`src/rtl/counter_pkg.sv`:
```
// Shared command bytes, status bytes and FSM state encoding for the UART-driven
// up/down counter.
package counter_pkg;

  localparam logic [7:0] CMD_RUN    = 8'h52;  // 'R'
  localparam logic [7:0] CMD_STOP   = 8'h53;  // 'S'
  localparam logic [7:0] CMD_CLEAR  = 8'h43;  // 'C'
  localparam logic [7:0] CMD_MODE   = 8'h4D;  // 'M'
  localparam logic [7:0] CMD_UP     = 8'h55;  // 'U'
  localparam logic [7:0] CMD_DOWN   = 8'h44;  // 'D'
  localparam logic [7:0] CMD_STATUS = 8'h3F;  // '?'

  localparam logic [7:0] STAT_RUN  = 8'h52;
  localparam logic [7:0] STAT_STOP = 8'h53;

  typedef enum logic [1:0] {STOP, RUN, CLEAR} state_t;

  function automatic logic [7:0] status_byte(input logic run);
    return run ? STAT_RUN : STAT_STOP;
  endfunction

endpackage

```
`src/rtl/tick_divider.sv`:
```
// Free-running step divider: tick is high on the enabled cycle where the
// divider sits at TICK_DIV-1; clr has priority and zeroes the divider.
module tick_divider #(
  parameter int TICK_DIV = 10_000_000
) (
  input  logic clk,
  input  logic reset,
  input  logic en,
  input  logic clr,
  output logic tick
);

  localparam int DW = $clog2(TICK_DIV);
  localparam logic [DW-1:0] LAST = DW'(TICK_DIV - 1);

  logic [DW-1:0] div;

  assign tick = en && (div == LAST);

  always_ff @(posedge clk or posedge reset) begin
    if (reset)      div <= '0;
    else if (clr)   div <= '0;
    else if (en)    div <= tick ? '0 : div + DW'(1);
  end

endmodule

```
`src/rtl/cmd_updown_counter.sv`:
```
// Command-byte controlled up/down counter with status responses over a
// one-entry transmit register. Define CMD_COUNTER_ECHO_EN to echo every byte.
module cmd_updown_counter
  import counter_pkg::*;
#(
  parameter int WIDTH     = 14,
  parameter int MAX_COUNT = 9999,
  parameter int TICK_DIV  = 10_000_000
) (
  input  logic             clk,
  input  logic             reset,
  input  logic [7:0]       rx_data,
  input  logic             rx_done,
  input  logic             tx_busy,
  output logic             tx_start,
  output logic [7:0]       tx_data,
  output logic [WIDTH-1:0] count,
  output logic             running,
  output logic             mode_down,
  output logic             wrap
);

  localparam logic [WIDTH-1:0] MAXC = WIDTH'(MAX_COUNT);

  state_t state, state_nx;
  logic   resume_run, resume_nx;
  logic   step;
  logic   pending;
  logic [7:0] pend_byte;

  logic cmd_run, cmd_stop, cmd_clear, cmd_mode, cmd_up, cmd_down, cmd_status;
  assign cmd_run    = rx_done && (rx_data == CMD_RUN);
  assign cmd_stop   = rx_done && (rx_data == CMD_STOP);
  assign cmd_clear  = rx_done && (rx_data == CMD_CLEAR);
  assign cmd_mode   = rx_done && (rx_data == CMD_MODE);
  assign cmd_up     = rx_done && (rx_data == CMD_UP);
  assign cmd_down   = rx_done && (rx_data == CMD_DOWN);
  assign cmd_status = rx_done && (rx_data == CMD_STATUS);

  // CLEAR is transparent to the run/stop view: running keeps the held state.
  assign running = (state == RUN) || (state == CLEAR && resume_run);

  always_ff @(posedge clk or posedge reset) begin
    if (reset) begin
      state      <= STOP;
      resume_run <= 1'b0;
    end else begin
      state      <= state_nx;
      resume_run <= resume_nx;
    end
  end

  always_comb begin
    state_nx  = state;
    resume_nx = resume_run;
    case (state)
      STOP:    if (cmd_run)  state_nx = RUN;
      RUN:     if (cmd_stop) state_nx = STOP;
      CLEAR: begin
        if (cmd_run)       state_nx = RUN;
        else if (cmd_stop) state_nx = STOP;
        else               state_nx = resume_run ? RUN : STOP;
      end
      default: state_nx = STOP;
    endcase
    if (cmd_clear) begin
      state_nx  = CLEAR;
      resume_nx = running;
    end
  end

  tick_divider #(.TICK_DIV(TICK_DIV)) u_div (
    .clk   (clk),
    .reset (reset),
    .en    (state == RUN),
    .clr   (cmd_clear),
    .tick  (step)
  );

  // The step uses the registered mode, so a coincident mode command applies
  // from the following step.
  always_ff @(posedge clk or posedge reset) begin
    if (reset) begin
      count     <= '0;
      wrap      <= 1'b0;
      mode_down <= 1'b0;
    end else begin
      wrap <= 1'b0;
      if (cmd_clear) begin
        count <= '0;
      end else if (step) begin
        if (!mode_down) begin
          if (count == MAXC) begin
            count <= '0;
            wrap  <= 1'b1;
          end else begin
            count <= count + WIDTH'(1);
          end
        end else begin
          if (count == '0) begin
            count <= MAXC;
            wrap  <= 1'b1;
          end else begin
            count <= count - WIDTH'(1);
          end
        end
      end
      if (cmd_mode)      mode_down <= !mode_down;
      else if (cmd_up)   mode_down <= 1'b0;
      else if (cmd_down) mode_down <= 1'b1;
    end
  end

  assign tx_start = pending && !tx_busy;
  assign tx_data  = pend_byte;

  // Later writes in this block override earlier ones: latest response wins.
  always_ff @(posedge clk or posedge reset) begin
    if (reset) begin
      pending   <= 1'b0;
      pend_byte <= 8'h00;
    end else begin
      if (tx_start) pending <= 1'b0;
`ifdef CMD_COUNTER_ECHO_EN
      if (rx_done) begin
        pending   <= 1'b1;
        pend_byte <= rx_data;
      end
`else
`endif
      if (cmd_status) begin
        pending   <= 1'b1;
        pend_byte <= status_byte(running);
      end
    end
  end

endmodule
```
`config.mk`:
```
export PLATFORM = sky130hd
export DESIGN_NAME = cmd_updown_counter
export DESIGN_NICKNAME = d
export VERILOG_FILES = /design/src/rtl/counter_pkg.sv /design/src/rtl/tick_divider.sv /design/src/rtl/cmd_updown_counter.sv
export SDC_FILE = /design/constraint.sdc
export NUM_CORES = 1
export LEC_CHECK = 0
export CORE_MARGIN = 5
export CORE_UTILIZATION = 37
export DETAILED_ROUTE_END_ITERATION = 8
export PLACE_DENSITY_LB_ADDON = 0.08
export SYNTH_ARGS = -nofsm -noshare
export SYNTH_HDL_FRONTEND = slang
export SYNTH_HIERARCHICAL = 1
export SYNTH_SLANG_ARGS = --single-unit
```
`constraint.sdc`:
```
create_clock -name clk -period 3.85 [get_ports clk]
set_clock_uncertainty 0.2 [all_clocks]
set_input_delay 0.77 -clock clk [delete_from_list [all_inputs] [get_ports clk]]
set_output_delay 0.77 -clock clk [all_outputs]
set_load 0.02 [all_outputs]
```
# == Word-level counts from Yosys, hierarchy flattened ==
# Index checks and enable logic that the tools add are counted.
# totals
ff_bits,52
out_inout_bits,26
wordCells,70
# op_classes
reduce_logical,20
add_sub_neg,3
n_mux,26
n_eq_ne,13
# op_table
op,n
$mux W24,3
$mux W14,5
$eq A8 B7 Y1 const B,6
$add A24 B1 Y24 const B,1
$eq A24 B24 Y1 const B,1
$add A14 B1 Y14 const B,1
$eq A14 B14 Y1 const B,1
$logic_not A14 Y1,1
$mux W1,14
$sub A14 B1 Y14 const B,1
$logic_and A1 B1 Y1,10
$eq A8 B6 Y1 const B,1
$mux W2,3
$ne A3 B3 Y1 const B,2
$pmux W2 S3,1
$reduce_bool A2 Y1,3
$reduce_bool A3 Y1,1
$eq A2 B1 Y1 const B,1
$eq A2 B2 Y1 const B,1
$logic_not A1 Y1,2
$logic_not A2 Y1,1
$reduce_and A2 Y1,1
$logic_or A1 B1 Y1,1

# == Depth between registers and ports, before layout ==
# Gate-level depths: netlist (run 1).
# logic_depth
ltp_word,6
ltp_mapped,11
depth_no_buf,9

# == Modules after synthesis ==
# Netlist (run 1), hierarchy kept.
# modules_own_cells
module,cells_per_inst,area_each_um2,instances
cmd_updown_counter,195,1631.6,1
tick_divider,142,1346.3,1

# == Least setup slack after synthesis (run 1) ==
# OpenSTA, ideal clock, no wires.
# synth_path
path_kind,input port to flip-flop
start,input rx_data[5]
end,register u_div.div[23]
stages,8
slack_ps,511
t_arrival_ps,3062
setup_ps,77
cell_sequence,or3b_2 > nor4bb_1 > buf_2 > o211ai_1 > or3_1 > clkbuf_1 > or4_1 > a21oi_1
# synth_via
elab_chain_cells,3
elab_cells_between_ends,4
# synth_rtl
element,line,rtl
"start, declared",cmd_updown_counter.sv:12,"input logic [7:0] rx_data,"
$eq A8 B7 Y1 *,cmd_updown_counter.sv:34,assign cmd_clear = rx_done && (rx_data == CMD_CLEAR);
$logic_and A1 B1 Y1 *,cmd_updown_counter.sv:34,
named net cmd_clear,cmd_updown_counter.sv:31,"logic cmd_run, cmd_stop, cmd_clear, cmd_mode, cmd_up, cmd_down, cmd_status;"
$mux W24 or $reduce_bool A2 Y1 (tied branches),-,
"end signal, assigned",tick_divider.sv:23,else if (en) div <= tick ? '0 : div + DW'(1);
"end, declared",tick_divider.sv:16,logic [DW-1:0] div;
# The timed path passes the listed nets; every way through them passes the cells marked *.
# A chain may end at the register's enable or synchronous reset.

# == Worst setup path after layout (run 1) ==
# layout_path
start,input rx_data[6]
end,register u_div.div[20]
# layout_via
elab_chain_cells,3
elab_cells_between_ends,4
# layout_rtl
element,line
$eq A8 B7 Y1 *,cmd_updown_counter.sv:34
$logic_and A1 B1 Y1 *,cmd_updown_counter.sv:34
$mux W24 or $reduce_bool A2 Y1 (tied branches),-
# Mark *: on every way between the ends. The rest lies on a longest branch, timed or not.

==> reports/summary.txt, run 1 <==
status -> finished, final reports clean
worst slew pin tran -> 1.13 ns
Post-Route WL -> 7400 um
Antenna Cells -> 0
HP Class -> flop to flop
Syn Inst Count -> 337
initial antenna violation count -> 0
Post-CTS Setup Inserts -> 0
WL/cell -> 15.9 um
Synth top area share -> 0.387
Crit path arrival time -> 3.49 ns
largest area contributor in the netlist -> dfrtp_1
Util after Layout -> 0.443
leading cell types in the layout, fill and taps excluded -> dfrtp_1, clkdlybuf4s50_1, nor2_1
pin count of the biggest net entering global routing -> 25
DR pass1 iterations -> 4
IO Count -> 38
commonest non-fill, non-tap cell in the layout -> dfrtp_1
Clock Tree Buf Depth -> 2
maximum vdd drop -> 0.101 mV
core area -> 7770 um^2
ratio of cells with drive above 1 in the final layout -> 0.0771
via/cell ratio -> 5.66
buffers added on ports -> 33
crit share post-route -> 0.903
EDFF count, synth -> 0
cell area power density -> 283 nW/um^2
area occupied by registers -> 1150 um^2
largest cells by area after synthesis -> dfrtp_1, nor2_1, a21oi_1, xor2_1, nand2_1
final antenna-violating net count -> 0
FILL cells -> 783
CTS tree -> yes
Syn Area/Cell -> 8.84 um^2
register area share after synthesis -> 0.387
Slew Viols, Final -> 0
Die Y -> 99.7 um
count of cell types in the netlist -> 64
Largest delay share family, worst path -> simple AND/OR/NAND/NOR gates
Req. time, crit path -> 3.87 ns
GPL Wtd Cong -> 0.830
Max stage delay on crit path -> 0.60 ns
post-synthesis async set-or-reset flop share -> 1.00
Mapped Area -> 2980 um^2
Max transition margin -> 0.242
Clock Latency Late Sink -> 0.29 ns
CTS Sinks -> 46
Post-Layout Cell Count -> 465
Placed Cells incl. Taps -> 458
All-Layer GR Usage -> 0.155
Buffers & Inverters on Critical Path -> 2
RSZ-0062 raised after global routing -> false
Residual DRC -> 0
warnings from Yosys -> 6
post-cts hold buffer count -> 0
setup total negative slack -> 0 ns
cell row count -> 32
Fin. Hold Viols -> 0
slowest stage cell, crit path -> or4b_4
LEAKAGE -> 1.33 nW
gr ovfl total -> 0
DR iter-0 viols -> 78
vias in the first global route -> 2614
CP Capture Type -> flop
# Max-Cap Violations -> 0
Vias -> 2631
total CTS buffers -> 5
CP Cell Sequence -> clkdlybuf4s50_1 > or3b_2 > nor4bb_2 > buf_4 > nor2_1 > or4b_4 > or4_1 > a21oi_1
post_cts resized -> 0
CP max FO -> 13
Main synth FF type -> dfrtp_1
htree depth -> 2
post-synthesis register bit count -> 46
Syn-to-layout area delta -> 15.5%
DP Wirelength -> 5350 um
CP Launch Type -> input pin
r2r setup slk -> 1.06 ns
Root Buffer -> clkbuf_8
fmax -> 0.288 GHz
clock transition at the registers of the reported paths -> 0.08 ns
Die Area -> 9940 um^2
Setup Viol. Count Final -> 0
Crit Path Category -> input pin to flop
die width -> 99.7 um
first-pass GRT wire length -> 12700 um
multi-input logic area -> 1640 um^2
Initial Util -> 0.383
fin crit period -> 3.47 ns
final net count -> 378
==> layout make-up <==
| type | count | share of cell area |
|---|---|---|
| inverter | 16 | 0.0175 |
| tap | 102 | 0.0371 |
| multi-input combinational | 254 | 0.476 |
| clock inverter | 1 | 0.00218 |
| sequential | 46 | 0.335 |
| timing repair buffer | 40 | 0.111 |
| clock buffer | 6 | 0.0211 |
==> sequential cells by signal, summed over array words and instances, names as in the netlist <==
register    count
count          14
mode_down       1
pending         1
resume_run      1
state           2
tx_data         2
u_div/div      24
wrap            1
==> worst paths after layout <==
check,start,end,cells after the start
min,pending,pending,1
max,rx_data[6],u_div/div[20],8
max in group asynchronous,reset,u_div/div[21],2
max reg2reg,u_div/div[0],u_div/div[19],6
min reg2reg,pending,pending,1
min in group asynchronous,reset,tx_data[1],2
==> cells in the mapped netlist, types with 2 or more instances <==
cell type and count:
a21o_1 2, a21oi_1 23, a22o_1 2, a31oi_1 3
a41oi_1 2, and2_1 2, and4_1 3, buf_2 3
buf_4 8, buf_6 3, clkbuf_1 9, dfrtp_1 46
ha_1 3, inv_1 16, nand2_1 20, nand2b_1 2
nand3_1 13, nand3b_1 2, nand4_1 12, nand4b_1 3
nor2_1 32, nor2b_1 3, nor3_1 10, nor4_1 9
nor4b_1 5, nor4bb_1 6, o21ai_0 14, o311ai_0 2
o31ai_1 9, or2_2 3, or3_1 7, or3b_2 2
or4_1 10, or4_4 2, xnor2_1 8, xor2_1 10
==> report_power, final <==
part / total, W / leakage [nW] / switching, W / internal (W)
registers: 0.000559 / 0.608 / 0.0000473 / 0.000511
logic: 0.000123 / 0.685 / 0.0000630 / 0.0000604
clock network: 0.000291 / 0.0373 / 0.000166 / 0.000125
==> cell families (layout without fill, tap and decap cells) <==
group | count (synthesis) | count (layout) | share of synthesized area
flops | 46 | 46 | 0.387
xor+xnor | 18 | 18 | 0.0529
other cells | 1 | 4 | 0.00126
simple gates | 155 | 155 | 0.312
compound gates | 72 | 72 | 0.156
fa+ha+maj | 3 | 3 | 0.0126
buf+inv | 40 | 63 | 0.0710
mux | 2 | 2 | 0.00714
==> per-layer routing <==
| metal | vias up | share of wire | GRT usage |
|---|---|---|---|
| met2 | 33 | 0.49 | 0.268 |
| met3 | 6 | 0.025 | 0.0259 |
| met4 | 0 | 0.012 | 0.0410 |
| met1 | 1301 | 0.47 | 0.200 |
| met5 | - | 0 | 0 |
| li1 | 1291 | - | - |
==> stage by stage <==
stage	hold slack (ns)	instance area (um^2)	total power, W	worst slack [ns]
floorplan	0.242	2990	0.000649	0.511
global placement	0.255	3360	0.000692	0.0826
detailed placement	0.268	3360	0.000693	0.0574
CTS	0.287	3440	0.000989	0.374
global route	0.333	3440	0.00103	0.238
finish	0.277	3440	0.000973	0.375
Power figures use the tool's default switching activity.
==> run 2: changes to the inputs <==
Settings changed: CTS_BUF_LIST set to sky130_fd_sc_hd__clkbuf_4 sky130_fd_sc_hd__clkbuf_8, RECOVER_POWER set to 50.
==> run 2 against run 1 <==
  * Via count increased by 0.99%
  * Cell area increased by 0.11%
  * Flip-flop and latch count unchanged
  * Cell count unchanged
  * Sequential power about the same
  * Register-to-register slack about the same
  * Fmax decreased by 2.0%
  * Global-route usage unchanged
  * Sequential share of layout area about the same
  * Clock power increased by 2%
  * Routed wire length increased by 0.14%
  * Critical path type unchanged
==> reports/summary.txt, run 2 (synthesized netlist as in run 1, its figures left out) <==
status -> finished, final reports clean
CTS tree -> yes
htree depth -> 2 (unchanged)
final antenna-violating net count -> 0 (unchanged)
Root Buffer -> clkbuf_8
post-cts hold buffer count -> 0 (unchanged)
HP Class -> flop to flop
WL/cell -> 15.9 um (+0.14%)
initial antenna violation count -> 0 (unchanged)
RSZ-0062 raised after global routing -> false
CP Cell Sequence -> dlygate4sd3_1 > or3b_2 > nor4bb_2 > buf_4 > nor2_1 > or4b_4 > or4_1 > a21oi_1
Crit path arrival time -> 3.56 ns (+0.07 ns)
vias in the first global route -> 2614 (unchanged)
Largest delay share family, worst path -> simple AND/OR/NAND/NOR gates
Max transition margin -> 0.245 (+0.00263)
Util after Layout -> 0.443 (+0.000483)
Req. time, crit path -> 3.86 ns (about the same)
first-pass GRT wire length -> 12700 um (unchanged)
Die Area -> 9940 um^2 (unchanged)
DR iter-0 viols -> 80 (+2.6%)
Vias -> 2657 (+0.99%)
post_cts resized -> 0 (unchanged)
GPL Wtd Cong -> 0.830 (unchanged)
Slew Viols, Final -> 0 (unchanged)
Initial Util -> 0.383 (unchanged)
cell area power density -> 284 nW/um^2 (+0.44%)
LEAKAGE -> 1.35 nW (+1.5%)
Post-CTS Setup Inserts -> 0 (unchanged)
Reg with most FFs -> u_div/div
DP Wirelength -> 5350 um (unchanged)
slowest stage cell, crit path -> or4b_4
final net count -> 378 (unchanged)
Syn-to-layout area delta -> 15.6%
Clock Latency Late Sink -> 0.29 ns (about the same)
Antenna Cells -> 0 (unchanged)
commonest non-fill, non-tap cell in the layout -> dfrtp_1
core area -> 7770 um^2 (unchanged)
cell row count -> 32 (unchanged)
IO Count -> 38 (unchanged)
maximum vdd drop -> 0.100 mV (-0.92%)
Max stage delay on crit path -> 0.60 ns (about the same)
Buffers & Inverters on Critical Path -> 2 (unchanged)
Regs by FF count -> u_div/div x24, count x14
ratio of cells with drive above 1 in the final layout -> 0.0799 (+0.00275)
leading cell types in the layout, fill and taps excluded -> dfrtp_1, nor2_1, clkdlybuf4s50_1
Clock Tree Buf Depth -> 2 (unchanged)
CTS Sinks -> 46 (unchanged)
CP max FO -> 13 (unchanged)
Die Y -> 99.7 um (unchanged)
Post-Route WL -> 7410 um (+0.14%)
clock transition at the registers of the reported paths -> 0.08 ns (about the same)
DR pass1 iterations -> 4 (unchanged)
CP Capture Type -> flop
Crit Path Category -> input pin to flop
Largest register FFs -> 24 (unchanged)
total CTS buffers -> 5 (unchanged)
fin crit period -> 3.54 ns (+0.0693 ns)
Fin. Hold Viols -> 0 (unchanged)
# Max-Cap Violations -> 0 (unchanged)
Residual DRC -> 0 (unchanged)
worst slew pin tran -> 1.13 ns (-0.00392 ns)
buffers added on ports -> 33 (unchanged)
crit share post-route -> 0.921 (+0.0180)
CP Launch Type -> input pin
fmax -> 0.282 GHz (-2.0%)
All-Layer GR Usage -> 0.155 (unchanged)
die width -> 99.7 um (unchanged)
gr ovfl total -> 0 (unchanged)
via/cell ratio -> 5.71 (+0.99%)
Setup Viol. Count Final -> 0 (unchanged)
pin count of the biggest net entering global routing -> 25 (unchanged)
setup total negative slack -> 0 ns (unchanged)
run 2: layout make-up:
| type | count | area, um^2 |
|---|---|---|
| multi-input combinational | 254 | 1640 |
| clock inverter | 1 | 7.51 |
| fill | 783 | 4320 |
| sequential | 46 | 1150 |
| tap | 102 | 128 |
| inverter | 16 | 60.1 |
| timing repair buffer | 40 | 383 |
| clock buffer | 6 | 76.3 |
run 2: power by group:
part / switching (W) / internal (W)
clock: 0.000166 / 0.000132
combinational: 0.0000630 / 0.0000591
sequential: 0.0000471 / 0.000511
run 2: final timing paths:
| check | from | end | slack (ns) | depth (start not counted) |
|---|---|---|---|---|
| setup / recovery | rx_data[6] | u_div/div[20] | 0.31 | 8 |
| hold / removal | pending | pending | 0.28 | 1 |
| setup reg to reg | u_div/div[0] | u_div/div[16] | 1.07 | 6 |
| hold reg to reg | pending | pending | 0.28 | 1 |
| max in group asynchronous | reset | u_div/div[8] | 1.93 | 2 |
| min in group asynchronous | reset | tx_data[1] | 0.92 | 2 |
run 2: per-layer routing:
layer / up-vias / global-route usage / wire [um]
li1: 1295 / - / -
met5: - / 0 / 0
met2: 54 / 0.268 / 3640
met1: 1302 / 0.200 / 3500
met4: 0 / 0.0410 / 76
met3: 6 / 0.0259 / 187
run 2: metrics by stage:
step           worst slack (ns)  std cells  power [W]  hold WS [ns]  area (um^2)
6_report                  0.306        465   0.000978         0.277         3440
5_1_grt                   0.167        465    0.00104         0.333         3440
2_1_floorplan             0.511        340   0.000649         0.242         2990
3_3_place_gp             0.0826        458   0.000692         0.255         3360
3_5_place_dp             0.0574        458   0.000693         0.268         3360
4_1_cts                   0.374        465   0.000996         0.287         3440
